===== config.mk =====
export PLATFORM = sky130hd
export DESIGN_NAME = rng_axis_packer_flat
export DESIGN_NICKNAME = d
export VERILOG_FILES = /design/src/rtl/rng_axis_packer_pkg.sv /design/src/rtl/rng_axis_packer_if.sv /design/src/rtl/rng_axis_packer_fifo.sv /design/src/rtl/rng_axis_packer.sv /design/src/flat_wrapper.sv
export SDC_FILE = /design/constraint.sdc
export NUM_CORES = 1
export LEC_CHECK = 0
export BUFFER_PORTS_ARGS = -buffer_cell sky130_fd_sc_hd__buf_2
export CAP_MARGIN = 20
export CORE_ASPECT_RATIO = 1.2
export CORE_MARGIN = 3
export CORE_UTILIZATION = 45
export CTS_CLUSTER_DIAMETER = 120
export DETAILED_ROUTE_END_ITERATION = 10
export GPL_TIMING_DRIVEN = 1
export PLACE_DENSITY = 0.64
export SLEW_MARGIN = 20
export SYNTH_ARGS = -nofsm -noshare
export SYNTH_HDL_FRONTEND = slang
export SYNTH_SLANG_ARGS = --single-unit

===== constraint.sdc =====
create_clock -name s_axis_clk -period 5.5 [get_ports s_axis_clk]
set_clock_uncertainty 0.2 [all_clocks]
set_input_delay 0.275 -clock s_axis_clk [delete_from_list [all_inputs] [get_ports s_axis_clk]]
set_output_delay 0.275 -clock s_axis_clk [all_outputs]
set_load 0.005 [all_outputs]

===== src/rtl/rng_axis_packer_pkg.sv =====
// Shared definitions for the RNG-to-AXIS packer: default geometry, FSM state
// encoding and the saturating drop-counter helper.
package rng_pack_pkg;

  localparam int DEF_IN_W       = 32;
  localparam int DEF_OUT_W      = 128;
  localparam int DEF_FIFO_DEPTH = 4;

  localparam int WORDS_PER_BEAT = DEF_OUT_W / DEF_IN_W;
  localparam int FIFO_AW        = $clog2(DEF_FIFO_DEPTH);

  localparam logic [15:0] DROP_CNT_MAX = 16'hFFFF;

  typedef enum logic [1:0] {
    ST_IDLE  = 2'd0,
    ST_ARM   = 2'd1,
    ST_RUN   = 2'd2,
    ST_DRAIN = 2'd3
  } pack_state_e;

  function automatic logic [15:0] drop_cnt_inc(input logic [15:0] cnt);
    return (cnt == DROP_CNT_MAX) ? cnt : cnt + 16'd1;
  endfunction

endpackage


===== src/rtl/rng_axis_packer_if.sv =====
// Minimal AXI-stream bundle (data/valid/ready) used for both the RNG input
// and the packed-beat output of rng_axis_packer.
interface rng_axis_packer_if #(
  parameter int W = 32
) ();
  logic [W-1:0] tdata;
  logic         tvalid;
  logic         tready;

  modport master (output tdata, output tvalid, input tready);
  modport slave  (input tdata, input tvalid, output tready);
endinterface


===== src/rtl/rng_axis_packer_fifo.sv =====
// Synchronous beat FIFO with registered full/empty flags; the head entry is
// presented combinationally and reads as zero while the FIFO is empty.
module rng_pack_fifo
  import rng_pack_pkg::*;
#(
  parameter int W     = DEF_OUT_W,
  parameter int DEPTH = DEF_FIFO_DEPTH
) (
  input  logic         clk,
  input  logic         rst_n,
  input  logic         push_i,
  input  logic [W-1:0] push_data_i,
  input  logic         pop_i,
  output logic [W-1:0] head_o,
  output logic         full_o,
  output logic         empty_o
);

  localparam int AW = (DEPTH > 1) ? $clog2(DEPTH) : 1;

  logic [W-1:0]  r_mem [DEPTH];
  logic [AW-1:0] r_wr_ptr;
  logic [AW-1:0] r_rd_ptr;
  logic [AW:0]   r_count;
  logic          r_full;
  logic          r_empty;
  logic [AW:0]   w_count_nxt;
  logic          w_wr;
  logic          w_rd;

  assign w_wr = push_i && !r_full;
  assign w_rd = pop_i && !r_empty;

  always_comb begin
    w_count_nxt = r_count;
    case ({w_wr, w_rd})
      2'b10:   w_count_nxt = r_count + 1'b1;
      2'b01:   w_count_nxt = r_count - 1'b1;
      default: w_count_nxt = r_count;
    endcase
  end

  always_ff @(posedge clk or negedge rst_n) begin
    if (!rst_n) begin
      r_wr_ptr <= {AW{1'b0}};
      r_rd_ptr <= {AW{1'b0}};
      r_count  <= {(AW + 1){1'b0}};
      r_full   <= 1'b0;
      r_empty  <= 1'b1;
    end else begin
      if (w_wr) r_wr_ptr <= r_wr_ptr + 1'b1;
      if (w_rd) r_rd_ptr <= r_rd_ptr + 1'b1;
      r_count <= w_count_nxt;
      r_full  <= (w_count_nxt == (AW + 1)'(DEPTH));
      r_empty <= (w_count_nxt == {(AW + 1){1'b0}});
    end
  end

  // Storage is left unreset; the empty flag masks stale contents.
  always_ff @(posedge clk) begin
    if (w_wr) r_mem[r_wr_ptr] <= push_data_i;
  end

  assign head_o  = r_empty ? {W{1'b0}} : r_mem[r_rd_ptr];
  assign full_o  = r_full;
  assign empty_o = r_empty;

endmodule


===== src/rtl/rng_axis_packer.sv =====
// Packs IN_W-bit RNG words into OUT_W-bit AXI-stream beats, optionally starting
// on a PPS rising edge. Optional beat counter: define RNG_PACK_BEAT_CNT_EN.
module rng_axis_packer
  import rng_pack_pkg::*;
#(
  parameter int IN_W       = DEF_IN_W,
  parameter int OUT_W      = DEF_IN_W * WORDS_PER_BEAT,
  parameter int FIFO_DEPTH = 2 ** FIFO_AW
) (
  input  logic                    s_axis_clk,
  input  logic                    s_axis_tresetn,
  input  logic                    en_i,
  input  logic                    pps_align_i,
  input  logic                    pps_i,
  input  logic                    clr_i,
  rng_axis_packer_if.slave        rng,
  rng_axis_packer_if.master       m_axis,
  output logic                    overflow_o,
  output logic [15:0]             drop_cnt_o
`ifdef RNG_PACK_BEAT_CNT_EN
  ,
  output logic [31:0]             beat_cnt_o
`endif
);

  localparam int WPB   = OUT_W / IN_W;
  localparam int IDX_W = (WPB > 1) ? $clog2(WPB) : 1;
  localparam logic [IDX_W-1:0] LAST_IDX = IDX_W'(WPB - 1);

  pack_state_e      r_state;
  pack_state_e      w_state_nxt;
  logic             r_pps_q;
  logic [IDX_W-1:0] r_word_idx;
  logic [OUT_W-1:0] r_beat;
  logic             r_overflow;
  logic [15:0]      r_drop_cnt;

  logic             w_pps_rise;
  logic             w_run;
  logic             w_run_entry;
  logic             w_rng_tready;
  logic             w_accept;
  logic             w_push;
  logic             w_pop;
  logic             w_drop;
  logic             w_fifo_full;
  logic             w_fifo_empty;
  logic [OUT_W-1:0] w_push_data;
  logic [OUT_W-1:0] w_head;

  assign w_pps_rise = pps_i & ~r_pps_q;

  // FSM state register
  always_ff @(posedge s_axis_clk or negedge s_axis_tresetn) begin
    if (!s_axis_tresetn) r_state <= ST_IDLE;
    else                 r_state <= w_state_nxt;
  end

  // FSM next-state logic; en_i is not looked at in DRAIN so a re-enable waits for IDLE
  always_comb begin
    w_state_nxt = r_state;
    case (r_state)
      ST_IDLE: begin
        if (en_i) w_state_nxt = pps_align_i ? ST_ARM : ST_RUN;
        else      w_state_nxt = ST_IDLE;
      end
      ST_ARM: begin
        if (!en_i)          w_state_nxt = ST_IDLE;
        else if (w_pps_rise) w_state_nxt = ST_RUN;
        else                w_state_nxt = ST_ARM;
      end
      ST_RUN: begin
        if (!en_i) w_state_nxt = ST_DRAIN;
        else       w_state_nxt = ST_RUN;
      end
      ST_DRAIN: begin
        if (w_fifo_empty) w_state_nxt = ST_IDLE;
        else              w_state_nxt = ST_DRAIN;
      end
      default: w_state_nxt = ST_IDLE;
    endcase
  end

  // FSM outputs; ready only looks at the registered full flag
  always_comb begin
    w_run        = (r_state == ST_RUN);
    w_run_entry  = (r_state != ST_RUN) && (w_state_nxt == ST_RUN);
    w_rng_tready = w_run && !((r_word_idx == LAST_IDX) && w_fifo_full);
  end

  assign w_accept = rng.tvalid && w_rng_tready;
  assign w_push   = w_accept && (r_word_idx == LAST_IDX);
  assign w_drop   = w_run && rng.tvalid && !w_rng_tready;
  assign w_pop    = !w_fifo_empty && m_axis.tready;

  // Completed beat: stored lanes plus the word arriving in the last lane
  always_comb begin
    w_push_data = r_beat;
    w_push_data[(WPB - 1) * IN_W +: IN_W] = rng.tdata;
  end

  // PPS edge detector, lane assembly and lane index
  always_ff @(posedge s_axis_clk or negedge s_axis_tresetn) begin
    if (!s_axis_tresetn) begin
      r_pps_q    <= 1'b0;
      r_word_idx <= {IDX_W{1'b0}};
      r_beat     <= {OUT_W{1'b0}};
    end else begin
      r_pps_q <= pps_i;
      if (!w_run) begin
        r_word_idx <= {IDX_W{1'b0}};
      end else if (w_accept) begin
        r_beat[r_word_idx * IN_W +: IN_W] <= rng.tdata;
        r_word_idx <= (r_word_idx == LAST_IDX) ? {IDX_W{1'b0}} : r_word_idx + 1'b1;
      end
    end
  end

  // Drop accounting; a clear in the same cycle as a drop wins
  always_ff @(posedge s_axis_clk or negedge s_axis_tresetn) begin
    if (!s_axis_tresetn) begin
      r_overflow <= 1'b0;
      r_drop_cnt <= 16'd0;
    end else if (clr_i) begin
      r_overflow <= 1'b0;
      r_drop_cnt <= 16'd0;
    end else if (w_drop) begin
      r_overflow <= 1'b1;
      r_drop_cnt <= drop_cnt_inc(r_drop_cnt);
    end
  end

  rng_pack_fifo #(
    .W     (OUT_W),
    .DEPTH (FIFO_DEPTH)
  ) u_fifo (
    .clk         (s_axis_clk),
    .rst_n       (s_axis_tresetn),
    .push_i      (w_push),
    .push_data_i (w_push_data),
    .pop_i       (w_pop),
    .head_o      (w_head),
    .full_o      (w_fifo_full),
    .empty_o     (w_fifo_empty)
  );

  assign rng.tready    = w_rng_tready;
  assign m_axis.tdata  = w_head;
  assign m_axis.tvalid = !w_fifo_empty;
  assign overflow_o    = r_overflow;
  assign drop_cnt_o    = r_drop_cnt;

`ifdef RNG_PACK_BEAT_CNT_EN
  logic [31:0] r_beat_cnt;

  // Popped-beat counter, restarted whenever a new packing run begins
  always_ff @(posedge s_axis_clk or negedge s_axis_tresetn) begin
    if (!s_axis_tresetn)            r_beat_cnt <= 32'd0;
    else if (clr_i || w_run_entry) r_beat_cnt <= 32'd0;
    else if (w_pop)                r_beat_cnt <= r_beat_cnt + 32'd1;
  end

  assign beat_cnt_o = r_beat_cnt;
`else
  logic w_unused;
  assign w_unused = w_run_entry;
`endif

endmodule


===== src/flat_wrapper.sv =====
// flat-port wrapper written by rule: the top's interface ports become plain ports
module rng_axis_packer_flat import rng_pack_pkg::*;
#(
  parameter int IN_W       = DEF_IN_W,
  parameter int OUT_W      = DEF_IN_W * WORDS_PER_BEAT,
  parameter int FIFO_DEPTH = 2 ** FIFO_AW
)
  (s_axis_clk, s_axis_tresetn, en_i, pps_align_i, pps_i, clr_i, overflow_o, drop_cnt_o, rng_tdata, rng_tvalid, rng_tready, m_axis_tdata, m_axis_tvalid, m_axis_tready);
  rng_axis_packer_if #(.W(IN_W)) rng_i ();
  rng_axis_packer_if #(.W(OUT_W)) m_axis_i ();
  input  logic s_axis_clk;
  input  logic s_axis_tresetn;
  input  logic en_i;
  input  logic pps_align_i;
  input  logic pps_i;
  input  logic clr_i;
  output logic overflow_o;
  output logic [15:0] drop_cnt_o;
  input wire logic [$bits(rng_i.tdata)-1:0] rng_tdata;
  input wire logic [$bits(rng_i.tvalid)-1:0] rng_tvalid;
  output wire logic [$bits(rng_i.tready)-1:0] rng_tready;
  output wire logic [$bits(m_axis_i.tdata)-1:0] m_axis_tdata;
  output wire logic [$bits(m_axis_i.tvalid)-1:0] m_axis_tvalid;
  input wire logic [$bits(m_axis_i.tready)-1:0] m_axis_tready;
  assign rng_i.tdata = rng_tdata;
  assign rng_i.tvalid = rng_tvalid;
  assign rng_tready = rng_i.tready;
  assign m_axis_tdata = m_axis_i.tdata;
  assign m_axis_tvalid = m_axis_i.tvalid;
  assign m_axis_i.tready = m_axis_tready;
  rng_axis_packer #(.IN_W(IN_W), .OUT_W(OUT_W), .FIFO_DEPTH(FIFO_DEPTH)) u_core (.s_axis_clk(s_axis_clk), .s_axis_tresetn(s_axis_tresetn), .en_i(en_i), .pps_align_i(pps_align_i), .pps_i(pps_i), .clr_i(clr_i), .rng(rng_i), .m_axis(m_axis_i), .overflow_o(overflow_o), .drop_cnt_o(drop_cnt_o));
endmodule

-- Yosys cells after proc, flatten, opt, wreduce, memory -nomap -nowiden
Memory sizes are Yosys's and may differ from the RTL's.
Index checks and enable logic that the tools add are counted.
- bitwise logic cells: 2
- equality and inequality tests: 10
- shifts and indexed selects: 2
- multiplexer cells: 20
- reductions and logical operators: 18
- add/subtract/negate cells: 7
- operator list (operator ; number):
    bitwise mux 128 bit ; 1
    two-way mux 128 bit ; 1
    variable shift 32 x 34 -> 128 bit (first input constant) ; 1
    variable part select 32 x 34 -> 128 bit ; 1
    two-way mux 16 bit ; 3
    negator 7 -> 34 bit ; 1
    adder 16 x 1 -> 16 bit (second input constant) ; 1
    == test 16 bit (second input constant) ; 1
    two-way mux 2 bit ; 8
    logical AND 1 bit ; 9
    == test 2 bit (second input constant) ; 4
    case mux 2 bit (4 select lines) ; 1
    adder 2 x 1 -> 2 bit (second input constant) ; 3
    case mux 3 bit (2 select lines) ; 1
    two-way mux 1 bit ; 5
    == test 2 x 1 -> 1 bit (second input constant) ; 2
    zero test 1 bit ; 4
    != test 2 bit (second input constant) ; 2
    AND reduction 2 bit ; 2
    adder 3 x 1 -> 3 bit (second input constant) ; 1
    == test 3 bit (second input constant) ; 1
    zero test 3 bit ; 1
    subtractor 3 x 1 -> 3 bit (second input constant) ; 1
    zero test 2 bit ; 1
    3 further kinds ; 3
- memories kept: 1
- logic and storage cells: 71
- RAM bits: 512
- bits in registers: 159
- output and inout port bits: 147
- bits of input ports: 40
- memories (name ; depth ; width ; read ports ; clocked after Yosys merged registers in ; wr ports ; line ; RTL):
    u_core.u_fifo.r_mem ; 4 ; 128 ; 1 ; 0 ; 1 ; rng_axis_packer_fifo.sv:21 ; logic [W-1:0] r_mem [DEPTH];

-- Depth between registers and ports, before layout
Gate-level depths: netlist (run 1).
- depth in word-level cells: 10
- depth in mapped cells: 11
- gate-level depth less buffers: 11

-- Hierarchy
A second synthesis (run 1) with hierarchy kept.
- cell total of the unflattened synthesis: 1351
- area, all modules: 24881.4 sq um
- modules (own cells, without submodules) (module ; instances ; cells each ; sequential area each (sq um) ; area each (sq um)):
    rng_pack_fifo ; 1 ; 856 ; 15601.2 ; 19825.3
    rng_axis_packer ; 1 ; 495 ; 2952.8 ; 5056.1

-- Least setup slack after synthesis (run 1)
OpenSTA, ideal clock, no wires.
- path kind: reg-to-reg
- from: reg u_core.r_word_idx[0]
- to: mem u_core.u_fifo.r_mem[0][0] in the netlist's numbering, enable pin
- path slack: 0.597 ns
- setup time: 0.502 ns
- data required time: 4.798 ns
- buffers on the path: 0
- period minus slack after synthesis: 4.903 ns
- stages on the path, launching flop included: 5
- arrival: 4.201 ns
- path through: dfrtp_1 ha_1 inv_1 nor3_1 and2_1
- word-level cells in the longest chain between the ends: 9
- RTL lines (item ; line ; RTL):
    from (decl) ; rng_axis_packer.sv:33 ; logic [IDX_W-1:0] r_word_idx;
    from (signal assigned) ; rng_axis_packer.sv:106 ; r_word_idx <= {IDX_W{1'b0}};
    from (signal assigned) ; rng_axis_packer.sv:111 ; r_word_idx <= {IDX_W{1'b0}};
    from (signal assigned) ; rng_axis_packer.sv:114 ; r_word_idx <= (r_word_idx == LAST_IDX) ? {IDX_W{1'b0}} : r_word_idx + 1'b1;
    == test 2 bit (*) ; rng_axis_packer.sv:88, rng_axis_packer.sv:92 ;
    logical AND 1 bit ; rng_axis_packer.sv:88 ; w_rng_tready = w_run && !((r_word_idx == LAST_IDX) && w_fifo_full);
    zero test 1 bit ; rng_axis_packer.sv:88 ;
    logical AND 1 bit ; rng_axis_packer.sv:88 ;
    logical AND 1 bit ; rng_axis_packer.sv:91 ; assign w_accept = rng.tvalid && w_rng_tready;
    logical AND 1 bit (*) ; rng_axis_packer.sv:92 ; assign w_push = w_accept && (r_word_idx == LAST_IDX);
    logical AND 1 bit (*) ; rng_axis_packer_fifo.sv:31 ; assign w_wr = push_i && !r_full;
    two-way mux 1 bit (*) ; rng_axis_packer_fifo.sv:61 ; if (w_wr) r_mem[r_wr_ptr] <= push_data_i;
    two-way mux 1 bit (implied by the code) (*) ; rng_axis_packer_fifo.sv:61 ;
    to (decl) ; rng_axis_packer_fifo.sv:21 ;
Mark *: on every way between the ends. The rest lies on a longest branch, timed or not.

-- Worst setup path after layout (run 1)
- from: reg u_core.u_fifo.r_rd_ptr[0]
- to: out m_axis_tdata[13]
- word-level cells in the longest chain between the ends: 2
- RTL lines (item ; line ; RTL):
    from (decl) ; rng_axis_packer_fifo.sv:23 ; logic [AW-1:0] r_rd_ptr;
    from (signal assigned) ; rng_axis_packer_fifo.sv:46 ; r_rd_ptr <= {AW{1'b0}};
    from (signal assigned) ; rng_axis_packer_fifo.sv:52 ; if (w_rd) r_rd_ptr <= r_rd_ptr + 1'b1;
    memory read (4 x 128 bit) ; -- ;
    two-way mux 128 bit ; rng_axis_packer_fifo.sv:64 ; assign head_o = r_empty ? {W{1'b0}} : r_mem[r_rd_ptr];
    to (decl) ; flat_wrapper.sv:22 ; output wire logic [$bits(m_axis_i.tdata)-1:0] m_axis_tdata;
Every way passes these cells.

==> results.cfg, run 1 <==
[finish]
drive_above_1_share_pct = 26.7
syn2layout_area_growth_pct = 17.2
fin_nets = 1691

[route]
avgViaCountPerCell = 5.39
post_drt_wl_per_cell_um = 22.5
route.detailed.drc = 0
wl_mm = 54.0
drtPass1Iterations = 5
drt_iter0_drc = 806
ant_nets = 0
dr_total_vias = 13000

[worst_setup_path]
endpoint_kind = output port
start_kind = flip-flop
r2r_slack_ns = 1.96
crit_buf_inv = 2
crit_chain = buf_4 -> mux4_2 -> and2_1 -> buf_2
critical_path.max_stage_delay_ns = 1.05
cp_top_family = flip-flops
worstPathArrival_ns = 3.18
cp_slowest_cell = dfrtp_4
worstSetupPathType = reg2out
crit_path_max_fanout = 42
cp.required_ns = 5.03

[yosys]
synth_top_cell_area_share_pct = 62.2
seq_area_frac_synth_pct = 75.1
synthCells = 1406
yosys_register_bits = 639
synth_flop_cell = edfxtp_1
avgSynthCellArea_um2 = 17.6
yosysWarnings = 0
syn_nets = 1458
synth_edf_count = 512
synth_top_area_cell = edfxtp_1
ys_top_cells_by_area = edfxtp_1, dfrtp_1, mux4_2, and2_1, nand2_1
synth_cell_types = 42
synth_area_um2 = 24700
asyncSetResetFlopFracSynth_pct = 19.9

[timing]
hold_viol = 0
maxSlewHeadroom_pct = 35.6
setup_viol = 0
slew_viol_final = 0
finalCritPeriodShare_pct = 66.5
grt_setup_unrepaired = no
worst_slew_pin_slew_ns = 0.966
setup_tns_ns = 0
fin_crit_ns = 3.66
fmax_ghz = 0.273

[clocking]
cts_tree = yes
cts_made_buffers = 59
ctsRootBufferMaster = clkbuf_16
cts.path.max_buffers = 3
htreeDepth = 2
cts_resized = 0
clock_latency_ns = 0.61
cts_sinks = 639
clkSlewWorstSetupHoldPaths_ns = 0.06

[grt]
grtUsageTotal_pct = 19.1
grt_pass1_wl_mm = 83.8
grt_pass1_vias = 14000
antenna_found_initial = 0
gr-total-overflow = 0
grt_max_degree = 83

[hold_path]
hp-class = in2reg

[floorplan]
fp.dieArea_um2 = 57800
core_um2 = 54000
rows = 93
io_pins = 187
dieHeight_um = 263
start_util_pct = 45.8
die_w_um = 220

[power]
power_density_nw_per_um2 = 466
ir_drop_v = 0.000317
power_w = 0.0135
p_leak_nw = 10.1

[placed_design]
numPortBuffers = 186
gp_congestion = 0.761
hpwl_mm = 29.8

[outcome]
outcome = finished, final reports clean

[run]
cap_viol_max_count = 0
-- repair_timing --
item	in CTS	in global routing
buffers inserted	0	0
hold buffers	40	0
hold endpoints to repair	328	0
-- cell type report --
cell class	count	area (um2)
diodes	1	2.50
clock buffers	71	1580
clock inverters	41	450
fillers	4412	25000
inverters	13	51.3
multi-input cells	679	5860
flip-flops and latches	639	18600
well taps	712	891
repair buffers	247	1570
-- cell usage after synthesis (3+ instances only) --
cell type / number
a21oi_1: 16
and2_1: 132
buf_1: 8
buf_2: 15
clkbuf_1: 52
dfrtp_1: 126
edfxtp_1: 512
ha_1: 11
inv_1: 13
mux2_2: 3
mux4_2: 128
nand2_1: 202
nand2b_1: 3
nand3_1: 12
nand4_1: 6
nor2_1: 6
nor2b_1: 5
nor3_1: 3
nor3b_1: 4
nor4_1: 3
o21ai_0: 103
o31ai_1: 9
or3_1: 4
or4_1: 8
xnor2_1: 3
xor2_1: 3
-- where the power goes --
group	switching, W	internal (W)	total (W)
clock network	0.00175	0.00248	0.00423
registers	0.000393	0.00553	0.00592
logic	0.00166	0.00167	0.00333
-- sequential cells by signal, summed over array words and instances (netlist names), 2 cells and up --
name                    flops
u_core.r_beat              96
u_core.u_fifo.r_mem       512
u_core.u_fifo.r_rd_ptr      2
u_core.r_state              2
u_core.r_word_idx           2
u_core.u_fifo.r_wr_ptr      2
u_core.u_fifo.r_count       3
u_core.drop_cnt_o          16
-- path summary, 6_finish.rpt --
kind / startpoint / to / depth (start not counted)
worst min-delay path: pps_i / u_core.r_pps_q / 2
worst max register to register: u_core.r_word_idx[0] / u_core.u_fifo.r_mem[3][96] / 5
max in group asynchronous: s_axis_tresetn / u_core.r_beat[68] / 3
worst min register to register: u_core.u_fifo.r_count[2] / u_core.u_fifo.r_count[2] / 1
min in group asynchronous: s_axis_tresetn / u_core.r_beat[90] / 2
worst max-delay path: u_core.u_fifo.r_rd_ptr[0] / m_axis_tdata[13] / 4
-- cells in the final DEF, fill, tap and decap left out, types with 3 or more instances in the layout --
cell type      instances
nor2_1                 6
nand4_1                6
o21ai_0              103
edfxtp_1             512
nor2b_1                5
xnor2_1                3
or4_1                  8
mux4_2               128
clkinvlp_4             4
inv_1                 12
or3_1                  4
mux2_2                 3
and2_4                 4
clkbuf_1               8
buf_12                 6
o31ai_1                9
buf_2                185
nor3_1                 3
nor4_1                 3
a21oi_1               16
dlygate4sd3_1         40
clkinv_2              19
clkbuf_16             61
and2_1               128
buf_4                 15
ha_1                  11
nand2_1              202
xor2_1                 3
bufinv_16              9
nand3_1                9
nor3b_2                3
nand2b_1               3
dfrtp_1              124
clkinv_1               7
-- cells by family after synthesis --
group,synth area share [%]
adders and majority gates,0.638
DFF,75.1
xor gates and xnor gates,0.213
buffers and inverters,1.41
muxes,11.8
and+or+nand+nor,7.97
AOI/OAI and AO/OA,2.89
-- layer usage --
metal  up-vias  wire (um)  global-route usage (%)
met5         -          0                       0
li1       5809          -                       -
met3        78       2340                    2.97
met1      6802      22600                    25.6
met4         0       1170                    5.10
met2       271      27900                    33.0
-- through the flow --
stage | util (%) | hold slack (ns) | instance area [um2] | setup WS [ns] | std cells
after floorplan | - | -0.221 | 24700 | 0.597 | 1406
after global placement | 49.1 | 0.212 | 26500 | 2.00 | 2250
after detailed placement | 49.1 | 0.206 | 26500 | 1.93 | 2250
after CTS | 53.6 | 0.0948 | 29000 | 1.70 | 2402
after global routing | 53.6 | 0.121 | 29000 | 1.55 | 2402
final | 53.7 | 0.136 | 29000 | 1.84 | 2403
Power figures use the tool's default switching activity.
==> inputs of run 2 (changes only) <==
==> constraint.sdc (replaced) <==
create_clock -name s_axis_clk -period 3.4 [get_ports s_axis_clk]
set_clock_uncertainty 0.2 [all_clocks]
set_input_delay 0.17 -clock s_axis_clk [delete_from_list [all_inputs] [get_ports s_axis_clk]]
set_output_delay 0.17 -clock s_axis_clk [all_outputs]
set_load 0.005 [all_outputs]
==> run 2 against run 1 <==
Effect of this change:
- sequential cell count unchanged
- worst setup slack worse by 1.5 ns
- sequential power grew 59%
- global-route usage fell by 0.15 points
- combinational power grew 69%
- via count rose by 0.84%
- first-iteration DRC count rose by 8.4%
- clock power grew 61%
- sequential share of layout area shrank 0.78 points
- die area did not move
- core utilization up 0.66 points
- critical path depth unchanged
- largest cell class unchanged
- largest power group unchanged
==> results.cfg, run 2 (synthesis gave the netlist of run 1 again) <==
[worst_setup_path]
cp.required_ns = 3.03
worstSetupPathType = reg2out
r2r_end = u_core.u_fifo.full_o
worstPathArrival_ns = 2.69
reg2reg_depth = 12
crit_chain = buf_12 -> mux4_2 -> and2_1 -> buf_2
start_kind = flip-flop
r2r-start = u_core.r_word_idx[0]
endpoint_kind = output port
cp_slowest_cell = dfrtp_4
crit_path_max_fanout = 40
critical_path.max_stage_delay_ns = 0.74
r2r_slack_ns = 0.69

[run]
cap_viol_max_count = 0

[timing]
fin_hold_ws_ns = 0.146
hold_viol = 0
finalCritPeriodShare_pct = 90.1
maxSlewHeadroom_pct = 47.6
fin_crit_ns = 3.06
grt_setup_unrepaired = no
slew_viol_final = 0
setup_tns_ns = 0
worst_slew_pin_slew_ns = 0.785
setup_viol = 0
fmax_ghz = 0.327

[placed_design]
dpl_cell_area_um2 = 26900
placed_cells = 2275
numPortBuffers = 186
hpwl_mm = 31.9
gp_congestion = 0.770

[clocking]
cts_sinks = 639
clkSlewWorstSetupHoldPaths_ns = 0.06
cts_made_buffers = 60
cts_tree = yes
htreeDepth = 2
clock_latency_ns = 0.61
cts.path.max_buffers = 3
ctsRootBufferMaster = clkbuf_16
cts_resized = 0

[finish]
final_cell_mix = edfxtp_1, nand2_1, buf_2
fin_util_pct = 54.3
fin_area_um2 = 29300
syn2layout_area_growth_pct = 18.7
largest_reg_flops = 512
drive_above_1_share_pct = 27.7
final_common_cell = edfxtp_1
num-fill-cells = 4327
final-instance-count-excl-fill = 2431
antenna_cells = 0
largest_register = u_core.u_fifo.r_mem
fin_nets = 1720
regArea_um2 = 18600
multi_input_area_um2 = 5860

[floorplan]
io_pins = 187
die_w_um = 220
core_um2 = 54000
fp.dieArea_um2 = 57800
start_util_pct = 45.8
dieHeight_um = 263
rows = 93

[route]
dr_total_vias = 13100
drtPass1Iterations = 5
post_drt_wl_per_cell_um = 22.2
drt_iter0_drc = 874
wl_mm = 53.9
route.detailed.drc = 0
ant_nets = 0
avgViaCountPerCell = 5.38

[hold_path]
min_to = u_core.r_word_idx[0]
hp-start = rng_tvalid
holdPathStages = 3
hp-class = in2reg

[grt]
grt_max_degree = 65
grtUsageTotal_pct = 19.0
grt_pass1_vias = 13900
antenna_found_initial = 0
grt_pass1_wl_mm = 83.4
gr-total-overflow = 0

[power]
power_density_nw_per_um2 = 746
ir_drop_v = 0.000551
p_leak_nw = 10.2

[outcome]
outcome = finished, final reports clean
-- run 2: area by class of cell --
cell class | count | share of cell area, %
Inverter | 13 | 0.175
Multi-Input combinational cell | 679 | 20.0
Timing Repair Buffer | 275 | 6.59
Tap cell | 712 | 3.04
Sequential cell | 639 | 63.3
Clock inverter | 28 | 1.04
Clock buffer | 85 | 5.89
-- run 2: where the power goes --
group	switching [W]	total (W)	internal, W	leakage (nW)
clock	0.00282	0.00681	0.00399	0.998
combinational	0.00284	0.00564	0.00280	2.99
sequential	0.000486	0.00944	0.00895	6.26
total	0.00615	0.0219	0.0157	10.2
-- run 2: critical path: cells and delay by family (launching register included) --
family | cells | cell delay (ns)
mux | 1 | 0.62
buf+inv | 2 | 0.51
flops | 1 | 0.74
simple gates | 1 | 0.19
-- run 2: worst max-delay path by stage --
| stage | startpoint | endpoint | slack [ns] | cells after the start |
|---|---|---|---|---|
| 2_1_floorplan | u_core.r_word_idx[0] | u_core.u_fifo.r_mem[0][0] | -0.11 | 4 |
| 3_3_place_gp | u_core.r_word_idx[0] | u_core.u_fifo.full_o | 0.80 | 12 |
| 3_5_place_dp | u_core.r_word_idx[0] | u_core.u_fifo.full_o | 0.66 | 12 |
| 4_1_cts | u_core.u_fifo.r_rd_ptr[0] | m_axis_tdata[32] | 0.24 | 4 |
| 5_1_grt | u_core.u_fifo.r_rd_ptr[0] | m_axis_tdata[32] | 0.17 | 4 |
| 6_report | u_core.u_fifo.r_rd_ptr[0] | m_axis_tdata[32] | 0.34 | 4 |
-- run 2: what timing repair did --
action                                 CTS  global route
endpoints found under the hold margin  329             0
buffers inserted                         0             0
hold buffers                            43             0
-- run 2: layer usage --
layer  part of all wire, %  wire [um]  track usage (%)  up-vias
met3                   4.8       2600             3.15       78
met5                     0          0                0        -
met2                    51      27400             32.0      339
met4                   2.6       1400             5.62        0
li1                      -          -                -     5879
met1                    42      22500             25.7     6773
-- run 2: stage by stage --
stage	total power, W	setup slack, ns
5_1_grt	0.0230	0.173
2_1_floorplan	0.0129	-0.109
6_report	0.0219	0.338
3_5_place_dp	0.0153	0.661
3_3_place_gp	0.0153	0.799
4_1_cts	0.0222	0.239
==> inputs of run 3 (changes only) <==
==> constraint.sdc (replaced) <==
create_clock -name s_axis_clk -period 3.4 [get_ports s_axis_clk]
set_clock_uncertainty 0.2 [all_clocks]
set_input_delay 0.17 -clock s_axis_clk [delete_from_list [all_inputs] [get_ports s_axis_clk]]
set_output_delay 0.17 -clock s_axis_clk [all_outputs]
set_load 0.01 [all_outputs]
==> run 3 against run 2 <==
Effect of this change:
- core utilization about the same
- sequential share of layout area hardly changed
- clock power down 3.2%
- clock-buffer cell count increased by 10
- sequential power is essentially flat
- critical path type unchanged
- first-iteration DRC count increased by 21%
- register-to-register slack about the same
- highest routed layer unchanged
- non-clock buffer count decreased by 4
==> results.cfg, run 3 (synthesis gave the netlist of run 1 again) <==
[outcome]
outcome = finished, final reports clean

[worst_setup_path]
crit_chain = buf_12 -> mux4_2 -> and2_1 -> buf_2
critical_path.max_stage_delay_ns = 0.78
worstPathArrival_ns = 2.71
cp_slowest_cell = dfrtp_4
crit_path_max_fanout = 41
start_kind = flip-flop
endpoint_kind = output port
cp.required_ns = 3.03
worstSetupPathType = reg2out

[floorplan]
dieHeight_um = 263
fp.dieArea_um2 = 57800
io_pins = 187
core_um2 = 54000
die_w_um = 220
rows = 93
start_util_pct = 45.8

[timing]
setup_tns_ns = 0
finalCritPeriodShare_pct = 90.6
maxSlewHeadroom_pct = 46.9
slew_viol_final = 0
fin_crit_ns = 3.08
finalWorstSetupSlack_ns = 0.319
setup_viol = 0
fmax_ghz = 0.325
worst_slew_pin_slew_ns = 0.796
hold_viol = 0
grt_setup_unrepaired = no

[clocking]
clkSlewWorstSetupHoldPaths_ns = 0.06
cts.path.max_buffers = 3
cts_made_buffers = 60
ctsRootBufferMaster = clkbuf_16
cts_sinks = 639
cts_tree = yes
cts_resized = 0
postCtsSetupBuffers = 0
clock_latency_ns = 0.61
htreeDepth = 2

[placed_design]
placed_cells = 2271
place_ws_ns = 0.632
numPortBuffers = 186
gp_congestion = 0.763
hpwl_mm = 32.1

[finish]
syn2layout_area_growth_pct = 18.6
final_cell_mix = edfxtp_1, nand2_1, buf_2
final_common_cell = edfxtp_1
fin_nets = 1716
final-instance-count-excl-fill = 2428
regArea_um2 = 18600
largest_reg_flops = 512
num-fill-cells = 4321
drive_above_1_share_pct = 26.7
largest_register = u_core.u_fifo.r_mem
multi_input_area_um2 = 5860
antenna_cells = 0

[route]
wl_mm = 54.8
drt_iter0_drc = 1054
post_drt_wl_per_cell_um = 22.6
drtPass1Iterations = 5
dr_total_vias = 13000
avgViaCountPerCell = 5.37
route.detailed.drc = 0
ant_nets = 0

[power]
ir_drop_v = 0.000629
power_density_nw_per_um2 = 751
p_leak_nw = 10.2
power_w = 0.0220

[grt]
antenna_found_initial = 0
gr-total-overflow = 0
grt_max_degree = 70
grt_pass1_wl_mm = 84.4
grt_pass1_vias = 13700
grtUsageTotal_pct = 19.3

[hold_path]
hp-class = in2reg

[run]
cap_viol_max_count = 0
[run 3: what timing repair did]
action / 4_1_cts / 5_1_grt
hold endpoints to repair: 318 / 0
hold buffers: 43 / 0
setup endpoints to repair: 0 / 0
[run 3: stage by stage]
stage          utilization (%)  hold slack [ns]  area [um2]
2_1_floorplan                -           -0.326       24700
3_3_place_gp              49.8           0.0536       26900
3_5_place_dp              49.8           0.0512       26900
4_1_cts                   54.3            0.130       29300
5_1_grt                   54.3            0.187       29300
6_report                  54.3            0.174       29300
[run 3: worst paths after layout]
| check | to | startpoint | cells after the start | slack [ns] |
|---|---|---|---|---|
| setup reg to reg | u_core.u_fifo.full_o | u_core.r_word_idx[0] | 12 | 0.69 |
| hold / removal | u_core.u_fifo.r_mem[2][121] | rng_tdata[25] | 2 | 0.17 |
| hold reg to reg | u_core.u_fifo.r_count[2] | u_core.u_fifo.r_count[2] | 1 | 0.27 |
| setup / recovery | m_axis_tdata[37] | u_core.u_fifo.r_rd_ptr[0] | 4 | 0.32 |
| min in group asynchronous | u_core.r_beat[26] | s_axis_tresetn | 4 | 0.50 |
| max in group asynchronous | u_core.u_fifo.r_rd_ptr[0] | s_axis_tresetn | 4 | 2.05 |
[run 3: power breakdown]
part	leakage (nW)	switching (W)	total (W)	internal, W
logic	2.99	0.00314	0.00596	0.00281
registers	6.26	0.000515	0.00947	0.00895
clock network	0.947	0.00275	0.00659	0.00383
total	10.2	0.00641	0.0220	0.0156
[run 3: critical path, delay by kind of cell, from the launching register on]
family	cells	cell delay [ns]
buffers and inverters	2	0.54
flip-flops	1	0.78
multiplexers	1	0.59
AND/OR/NAND/NOR	1	0.18
[run 3: area by class of cell]
type / instances / area share, %
Tap cell: 712 / 3.04
Inverter: 13 / 0.175
Clock buffer: 95 / 5.99
Timing Repair Buffer: 271 / 6.78
Multi-Input combinational cell: 679 / 20.0
Clock inverter: 19 / 0.692
Sequential cell: 639 / 63.3
[run 3: per-layer routing]
layer / up-vias / GRT usage [%] / share of wire, %
met3: 81 / 3.09 / 4.3
li1: 5874 / - / -
met2: 308 / 32.5 / 51
met5: - / 0 / 0
met4: 0 / 5.00 / 2.4
met1: 6765 / 26.4 / 42
